File: src/rtl/clock_div_pkg.sv
// Shared defaults and helpers for the multi-channel clock divider.
// The optional SYNC_ALIGN_EN macro adds a global phase-realignment input.
package clock_div_pkg;

  localparam int WIDTH_DEF       = 28;
  localparam int DEFAULT_DIV_DEF = 200000;

  // Channel-index width; never zero so a single-channel build still has a legal select.
  function automatic int chan_width(input int channels);
    return (channels > 1) ? $clog2(channels) : 1;
  endfunction

endpackage

File: src/rtl/clock_divider_multi_if.sv
// Divisor-load handshake between a configuration master and the divider bank.
// No build options apply to this file (SYNC_ALIGN_EN only affects the top and channels).
interface clock_divider_multi_if
  import clock_div_pkg::*;
#(
  parameter int CHANNELS = 4,
  parameter int WIDTH    = WIDTH_DEF
);

  localparam int CW = chan_width(CHANNELS);

  logic             cfg_valid;
  logic             cfg_ready;
  logic [CW-1:0]    cfg_chan;
  logic [WIDTH-1:0] cfg_div;

  modport master (output cfg_valid, cfg_chan, cfg_div, input  cfg_ready);
  modport slave  (input  cfg_valid, cfg_chan, cfg_div, output cfg_ready);

endinterface

File: src/rtl/clock_div_channel.sv
// One divider channel: active/shadow divisor, pending flag, counter, registered outputs.
// With SYNC_ALIGN_EN defined, sync_req restarts the channel and applies any pending divisor.
module clock_div_channel
  import clock_div_pkg::*;
#(
  parameter int WIDTH       = WIDTH_DEF,
  parameter int DEFAULT_DIV = DEFAULT_DIV_DEF
) (
  input  logic             clock_in,
  input  logic             reset_n,
  input  logic             en,
`ifdef SYNC_ALIGN_EN
  input  logic             sync_req,
`endif
  input  logic             load,
  input  logic [WIDTH-1:0] load_div,
  output logic             clock_out,
  output logic             tick,
  output logic             pending
);

  logic [WIDTH-1:0] div_q;
  logic [WIDTH-1:0] shadow_q;
  logic [WIDTH-1:0] cnt_q;
  logic [WIDTH:0]   half;
  logic             stopped;
  logic             wrap;
  logic             high_phase;
  logic             apply;

  always_comb begin
    stopped    = (div_q == '0);
    wrap       = en && !stopped && (cnt_q == div_q - WIDTH'(1));
    // Extra bit keeps (D+1)/2 exact when D is all ones.
    half       = ({1'b0, div_q} + (WIDTH+1)'(1)) >> 1;
    high_phase = !stopped && ({1'b0, cnt_q} < half);
    // Registered pending only: a load accepted on a wrap edge waits for the next wrap.
    apply      = pending && (wrap || stopped);
  end

  // NOTE: sequential state uses non-blocking assignments so every register samples pre-edge values.
  always_ff @(posedge clock_in) begin
    if (!reset_n) begin
      cnt_q     <= '0;
      div_q     <= WIDTH'(DEFAULT_DIV);
      shadow_q  <= WIDTH'(DEFAULT_DIV);
      pending   <= 1'b0;
      clock_out <= 1'b0;
      tick      <= 1'b0;
    end
`ifdef SYNC_ALIGN_EN
    else if (sync_req) begin
      cnt_q     <= '0;
      clock_out <= 1'b0;
      tick      <= 1'b0;
      if (pending) begin
        div_q   <= shadow_q;
        pending <= 1'b0;
      end else if (load) begin
        shadow_q <= load_div;
        pending  <= 1'b1;
      end
    end
`endif
    else begin
      tick <= wrap;
      if (en) clock_out <= high_phase;

      if (apply) begin
        div_q   <= shadow_q;
        cnt_q   <= '0;
        pending <= 1'b0;
      end else if (wrap) begin
        cnt_q <= '0;
      end else if (en && !stopped) begin
        cnt_q <= cnt_q + WIDTH'(1);
      end

      // A load is only accepted while nothing is pending, so it never collides with apply.
      if (load) begin
        shadow_q <= load_div;
        pending  <= 1'b1;
      end
    end
  end

endmodule

File: src/rtl/clock_divider_multi.sv
// Bank of independent programmable clock dividers with a shared divisor-load port.
// Define SYNC_ALIGN_EN to add sync_req, which realigns every channel to count 0.
module clock_divider_multi
  import clock_div_pkg::*;
#(
  parameter int CHANNELS    = 4,
  parameter int WIDTH       = WIDTH_DEF,
  parameter int DEFAULT_DIV = DEFAULT_DIV_DEF
) (
  input  logic                 clock_in,
  input  logic                 reset_n,
  input  logic                 en,
`ifdef SYNC_ALIGN_EN
  input  logic                 sync_req,
`endif
  clock_divider_multi_if.slave cfg,
  output logic [CHANNELS-1:0]  clock_out,
  output logic [CHANNELS-1:0]  tick
);

  localparam int CW = chan_width(CHANNELS);

  logic [CHANNELS-1:0] pending;
  logic [CHANNELS-1:0] load;
  logic                ready;

  // NOTE: every always_comb output gets a default first, so no path can infer a latch.
  always_comb begin
    ready = 1'b1;
    load  = '0;
    // Out-of-range channels match nothing: ready stays high and the load is dropped.
    for (int i = 0; i < CHANNELS; i++) begin
      if (cfg.cfg_chan == CW'(i)) ready = !pending[i];
    end
    for (int i = 0; i < CHANNELS; i++) begin
      load[i] = cfg.cfg_valid && ready && (cfg.cfg_chan == CW'(i));
    end
  end

  assign cfg.cfg_ready = ready;

  for (genvar g = 0; g < CHANNELS; g++) begin : g_chan
    clock_div_channel #(
      .WIDTH       (WIDTH),
      .DEFAULT_DIV (DEFAULT_DIV)
    ) u_chan (
      .clock_in  (clock_in),
      .reset_n   (reset_n),
      .en        (en),
`ifdef SYNC_ALIGN_EN
      .sync_req  (sync_req),
`endif
      .load      (load[g]),
      .load_div  (cfg.cfg_div),
      .clock_out (clock_out[g]),
      .tick      (tick[g]),
      .pending   (pending[g])
    );
  end

endmodule

File: src/flat_wrapper.sv
// flat-port wrapper written by rule: the top's interface ports become plain ports
module clock_divider_multi_flat import clock_div_pkg::*;
#(
  parameter int CHANNELS    = 4,
  parameter int WIDTH       = WIDTH_DEF,
  parameter int DEFAULT_DIV = DEFAULT_DIV_DEF
)
  (clock_in, reset_n, en, clock_out, tick, cfg_cfg_valid, cfg_cfg_chan, cfg_cfg_div, cfg_cfg_ready);
  clock_divider_multi_if #(.CHANNELS(CHANNELS), .WIDTH(WIDTH)) cfg_i ();
  input  logic clock_in;
  input  logic reset_n;
  input  logic en;
  output logic [CHANNELS-1:0] clock_out;
  output logic [CHANNELS-1:0] tick;
  input wire logic [$bits(cfg_i.cfg_valid)-1:0] cfg_cfg_valid;
  input wire logic [$bits(cfg_i.cfg_chan)-1:0] cfg_cfg_chan;
  input wire logic [$bits(cfg_i.cfg_div)-1:0] cfg_cfg_div;
  output wire logic [$bits(cfg_i.cfg_ready)-1:0] cfg_cfg_ready;
  assign cfg_i.cfg_valid = cfg_cfg_valid;
  assign cfg_i.cfg_chan = cfg_cfg_chan;
  assign cfg_i.cfg_div = cfg_cfg_div;
  assign cfg_cfg_ready = cfg_i.cfg_ready;
  clock_divider_multi #(.CHANNELS(CHANNELS), .WIDTH(WIDTH), .DEFAULT_DIV(DEFAULT_DIV)) u_core (.clock_in(clock_in), .reset_n(reset_n), .en(en), .cfg(cfg_i), .clock_out(clock_out), .tick(tick));
endmodule
File: config.mk
export PLATFORM = sky130hd
export DESIGN_NAME = clock_divider_multi_flat
export DESIGN_NICKNAME = d
export VERILOG_FILES = /design/src/rtl/clock_div_pkg.sv /design/src/rtl/clock_divider_multi_if.sv /design/src/rtl/clock_div_channel.sv /design/src/rtl/clock_divider_multi.sv /design/src/flat_wrapper.sv
export SDC_FILE = /design/constraint.sdc
export NUM_CORES = 1
export LEC_CHECK = 0
export CAP_MARGIN = 30
export CORE_MARGIN = 3
export CORE_UTILIZATION = 55
export DETAILED_ROUTE_END_ITERATION = 16
export PLACE_DENSITY = 0.85
export SYNTH_ARGS = -nofsm -noshare
export SYNTH_HDL_FRONTEND = slang
export SYNTH_SLANG_ARGS = --single-unit
File: constraint.sdc
create_clock -name clock_in -period 3.2 [get_ports clock_in]
set_input_delay 0.48 -clock clock_in [delete_from_list [all_inputs] [get_ports clock_in]]
set_output_delay 0.48 -clock clock_in [all_outputs]
set_load 0.03 [all_outputs]
# Yosys cells after proc, flatten, opt, wreduce, memory -nomap -nowiden

Cells that the tools add are included.

Order comparisons: 4
Multiplexer cells: 12
Add/sub/neg operators: 12
Bitwise gates (word level): 1
Reductions and logical operators: 46
Equality and inequality tests: 7

Operator list:

| kind                    | count |
|---|---|
| $add A28 B1 Y29 const B | 4 |
| $add A28 B1 Y28 const B | 4 |
| $eq A28 B28 Y1          | 4 |
| $logic_not A28 Y1       | 4 |
| $lt A28 B28 Y1          | 4 |
| $sub A28 B1 Y28 const B | 4 |
| $logic_and A1 B1 Y1     | 21 |
| $mux W1                 | 12 |
| $reduce_or A3 Y1        | 4 |
| $logic_not A1 Y1        | 8 |
| $reduce_bool A2 Y1      | 4 |
| $eq A2 B2 Y1 const B    | 2 |
| $logic_or A1 B1 Y1      | 4 |
| $eq A2 B1 Y1 const B    | 1 |
| $logic_not A2 Y1        | 1 |
| $not A1 Y1              | 1 |

Bits of input ports: 34
Register bits: 348
Output and inout bits: 9
Logic and storage cells: 106

# Depth between registers and ports, before layout

Depth after elaboration: 8
Mapped depth: 18
Gate-level depth less buffers: 17

# Modules after synthesis

Synthesis repeated with hierarchy kept, for this count alone.

Cells, all modules: 2708
Area total of the unflattened synthesis: 22950.8 µm²

Modules (own cells, without submodules):

| module                                          | times used | seq. area each (µm²) | area each (µm²) | cells each |
|---|---|---|---|---|
| clock_div_channel (u_core.g_chan[0].u_chan ...) | 3          | 1741.7               | 5739.3          | 674 |
| clock_div_channel (u_core.g_chan[1].u_chan)     | 1          | 1741.7               | 5671.7          | 679 |
| clock_divider_multi                             | 1          | 0.0                  | 61.3            | 7 |

# Worst setup path before layout

Ideal clock, no wire load.

Path type: reg-to-reg
Start point: reg u_core.g_chan[0].u_chan.div_q[2]
End point: reg u_core.g_chan[0].u_chan.clock_out
Required time: 3.130 ns
Library setup time: 0.070 ns
Arrival: 3.386 ns
Clock period less this slack: 3.456 ns
Slack: -0.256 ns
Cell stages (with the launch flop): 17
Buffers on the path: 1
Cells stage by stage: dfxtp_1 -> clkbuf_1 -> nand3_1 -> nor3_1 -> nand3_1 -> nor2_1 -> nand3_1 -> nor3_1 -> xnor2_1 -> ha_1 -> a21o_1 -> a21o_1 -> a21o_1 -> a211oi_1 -> o211a_1 -> o221ai_1 -> a21oi_1

Cells in the longest elaborated chain, start to end: 3
Elaborated cells between the ends (all ways): 5
Classes of those cells: add/sub: 1; order compare: 1; reduce/logical: 3

RTL lines:

| what                                                 | RTL line                                         | text |
|---|---|---|
| from (decl)                                          | clock_div_channel.sv:22                          | `logic [WIDTH-1:0] div_q;` |
| from (signal assigned)                               | clock_div_channel.sv:45                          | `div_q <= WIDTH'(DEFAULT_DIV);` |
| from (signal assigned)                               | clock_div_channel.sv:70                          | `div_q <= shadow_q;` |
| $add A28 B1 Y29 or $logic_not A28 Y1 (tied branches) | clock_div_channel.sv:35, clock_div_channel.sv:32 |  |
| $lt A28 B28 Y1 or $logic_not A1 Y1 (tied branches)   | clock_div_channel.sv:36                          | `high_phase = !stopped && ({1'b0, cnt_q} < half);` |
| $logic_and A1 B1 Y1 *                                | clock_div_channel.sv:36                          |  |
| to (signal assigned)                                 | clock_div_channel.sv:67                          | `if (en) clock_out <= high_phase;` |
| to (decl)                                            | clock_div_channel.sv:17                          | `output logic clock_out,` |

Every way passes the cells marked *; elsewhere a longest branch is shown, timed or not.
A chain may end at the register's enable or synchronous reset.

# Final worst setup path

Start point: reg u_core.g_chan[3].u_chan.div_q[0]
End point: reg u_core.g_chan[3].u_chan.div_q[27]

Cells in the longest elaborated chain, start to end: 6
Elaborated cells between the ends (all ways): 8
Classes of those cells: add/sub: 1; eq/ne: 1; reduce/logical: 6

RTL lines:

| what                                                                    | RTL line                | text |
|---|---|---|
| from (decl)                                                             | clock_div_channel.sv:22 |  |
| from (signal assigned)                                                  | clock_div_channel.sv:45 |  |
| from (signal assigned)                                                  | clock_div_channel.sv:70 |  |
| parallel branches: the longest is 4 deep, another holds $sub A28 B1 Y28 | n/a                     |  |
| $logic_or A1 B1 Y1 *                                                    | clock_div_channel.sv:38 | `apply = pending && (wrap \|\| stopped);` |
| $logic_and A1 B1 Y1 *                                                   | clock_div_channel.sv:38 |  |

Every way passes the cells marked *.

==> results.toml <==
[setup_path]
required_ns = 3.68
critical-path-top-delay-family = "simple AND/OR/NAND/NOR gates"
crit_type = "reg -> reg"
arrival_ns = 3.86
reg2regPathDepth = 14
crit_path_cell_trace = "buf_6 > inv_6 > ha_4 > or3b_4 > nor4_4 > buf_4 > and3_4 > o21ai_2 > or4_4 > nor4_4 > a41o_4 > buf_12 > buf_16 > mux2i_2"
reg2reg_setup_slack_ns = -0.18
crit_path_top_delay_cell = "or4_4"
path_common_cell = "nor4_4"
max_stage_delay_ns = 0.54
cp_num_buf_inv = 5
r2r-start = "u_core.g_chan[3].u_chan.div_q[0]"
regToRegEndpoint = "u_core.g_chan[3].u_chan.div_q[27]"
crit_cells = 14
critPathLaunchType = "flop"
crit_path_end_kind = "flop"
path_max_fanout = 7

[clock_network]
clock_path_buffers = 3
cts_htree_levels = 2
cts_buffers = 39
root_buffer = "clkbuf_16"
cts_tree = "built"
cts.sinks = 348
clk_pin_slew_ns = 0.06
clk_latency_ns = 0.56

[worst_hold_path]
hold_path_class = "in -> reg"
hold_depth = 2
min-delay-start = "reset_n"
hold_end = "u_core.g_chan[0].u_chan.shadow_q[17]"

[yosys]
yosysTopAreaCell = "dfxtp_1"
synth_edf_count = 0
synth_cell_types = 99
synth_area_sq_um = 23120
avgSynthCellArea_sq_um = 7.820
synth_top_cells_by_count = "437 x nand2_1, 348 x dfxtp_1, 270 x nor2_1, 183 x xor2_1, 182 x nand3_1"
ys_warn_count = 0
netlist.area_leader.share_pct = 30.13
synthCells = 2957
syn_nets = 3115
synth_most_common_cell = "nand2_1"
ys_async_sr_fraction_pct = 0
seq_area_frac_synth_pct = 30.13
synth.area.top_cells = "dfxtp_1 30%, nand2_1 7.1%, xor2_1 6.9%"
synth_seq_cells = 348
synth_ff_type = "dfxtp_1"

[layout]
diodes = 0
drive_above_1_share_pct = 17.36
fin_util_pct = 67.42
fillers = 3106
nets = 3233
finalInstanceArea_sq_um = 27780
area_growth_pct = 20.12

[status]
violations = "negative setup slack"
status = "finished with violations"

[drt]
routedWlPerCell_um = 19.51
initialDrtViolationCount = 2281
dr.pass1.iters = 6
drc_errors = 0
vias = 22600
drt.antenna.violating_nets = 0
vias_per_cell = 6.213
totalWireLength_um = 70960

[global_route]
grt_max_degree = 116
overflow = 0
antenna_found_initial = 0
global_route.usage.total_pct = 29.82
grt_pass1_vias = 21490
grt_pass1_wl_um = 109800

[placed_design]
io_buffers = 42
dp_worst_setup_slack_ns = -0.1838
dp_hpwl_um = 48580
dpl-instance-area_sq_um = 25060
place.gp.congestion = 1.008

[sta]
tightestPinTransition_ns = 0.9888
slew_headroom_pct = 34.08
final.setup.worst_slack_ns = -0.1803
clock_skew_ns = 0.01982
finalHoldViolCount = 0
setup_viol = 60
period_share_pct = 105.6
fin_tns_setup_ns = -3.615
hold_slack_ns = 0.3288
rsz0062_at_grt = "true"
slew_violations = 0
period_needed_ns = 3.380
fmax_ghz = 0.2958

[die]
pin_count = 43
dieHeight_um = 211.0
coreArea_sq_um = 41200
start_util_pct = 56.12
rows = 74
dieArea_sq_um = 44540
fp.dieW_um = 211.0

[pwr]
ir_drop_mv = 0.2807
cellPowerDensity_nw_per_um2 = 364.4
p_leak_nw = 10.32

[flow_run]
max_cap_viol_count = 0
[stage by stage]
| step | power [W] | instances |
|---|---|---|
| after floorplan | 0.004932 | 2957 |
| after global placement | 0.005157 | 3523 |
| after detailed placement | 0.005174 | 3523 |
| after CTS | 0.01016 | 3612 |
| after global routing | 0.01039 | 3637 |
| final | 0.01012 | 3637 |
[worst max-delay path by stage]
stage,from,end,slack [ns]
4_1_cts,u_core.g_chan[3].u_chan.div_q[1],u_core.g_chan[3].u_chan.div_q[6],-0.09
6_report,u_core.g_chan[3].u_chan.div_q[0],u_core.g_chan[3].u_chan.div_q[27],-0.18
3_3_place_gp,u_core.g_chan[2].u_chan.div_q[5],u_core.g_chan[2].u_chan.tick,-0.12
3_5_place_dp,u_core.g_chan[1].u_chan.div_q[0],u_core.g_chan[1].u_chan.clock_out,-0.18
2_1_floorplan,u_core.g_chan[0].u_chan.div_q[4],u_core.g_chan[0].u_chan.clock_out,-0.09
5_1_grt,u_core.g_chan[3].u_chan.div_q[1],u_core.g_chan[3].u_chan.div_q[27],-0.25
[worst register-to-register path, stage by stage (launching register included)]
cell	delay, ns
dfxtp_2	0.33
buf_6	0.12
inv_6	0.05
ha_4	0.13
or3b_4	0.41
nor4_4	0.16
buf_4	0.20
and3_4	0.21
o21ai_2	0.06
or4_4	0.55
nor4_4	0.32
a41o_4	0.30
buf_12	0.13
buf_16	0.13
mux2i_2	0.21
[cell usage in the layout (no fill, tap or decap), drive strengths merged, types with 115 or more instances in the layout]
| cell | instances |
|---|---|
| nand2 | 438 |
| dfxtp | 348 |
| nor2 | 270 |
| buf | 265 |
| xor2 | 183 |
| nand3 | 183 |
| xnor2 | 166 |
| a21oi | 142 |
| ha | 124 |
| nor3 | 115 |
[layout make-up]
type | instances | area (sq um) | share of cell area [%]
Tap cell | 532 | 665.6 | 2.396
Clock buffer | 55 | 1169 | 4.207
Multi-Input combinational cell | 2336 | 15760 | 56.73
Sequential cell | 348 | 7007 | 25.23
Clock inverter | 16 | 264.0 | 0.9505
Timing Repair Buffer | 310 | 2754 | 9.914
Inverter | 40 | 160.2 | 0.5766
[state kept, by name, indices dropped and copies added (netlist names)]
signal	count
u_core.g_chan.u_chan.shadow_q	112
u_core.g_chan.u_chan.cnt_q	112
u_core.g_chan.u_chan.div_q	112
u_core.g_chan.u_chan.pending	4
u_core.g_chan.u_chan.clock_out	4
u_core.g_chan.u_chan.tick	4
[power breakdown]
part / switching (W) / internal (W) / leakage [nW] / total [W]
clock network: 0.00190 / 0.00311 / 0.703 / 0.00501
logic: 0.000411 / 0.000231 / 6.79 / 0.000642
registers: 0.0000669 / 0.00441 / 2.82 / 0.00447
total: 0.00237 / 0.00775 / 10.3 / 0.0101
[cells by family (layout without fill, tap and decap cells)]
group           Yosys count  after routing  share of synthesized area [%]
compound gates          403            403                          11.59
xor+xnor                350            350                          13.32
fa+ha+maj               124            124                          6.710
buf+inv                 274            421                          5.265
flops                   348            348                          30.13
mux                      63             63                          2.781
simple gates           1395           1396                          30.21
[per-layer routing]
metal  GRT usage [%]  wire length (um)
met1           38.03             28890
met3           4.545              5236
met5               0                 0
met2           50.34             33280
met4           12.91              3552
[what timing repair did]
| action | in CTS | in global routing |
|---|---|---|
| hold buffers | 0 | 0 |
| resized for setup | 51 | 156 |
| pin swaps | 16 | 58 |
| cloned | 4 | 8 |
| buffers inserted | 14 | 21 |
| endpoints found under the setup margin | 119 | 233 |
Note: power is estimated with default switching activity, not from simulation.
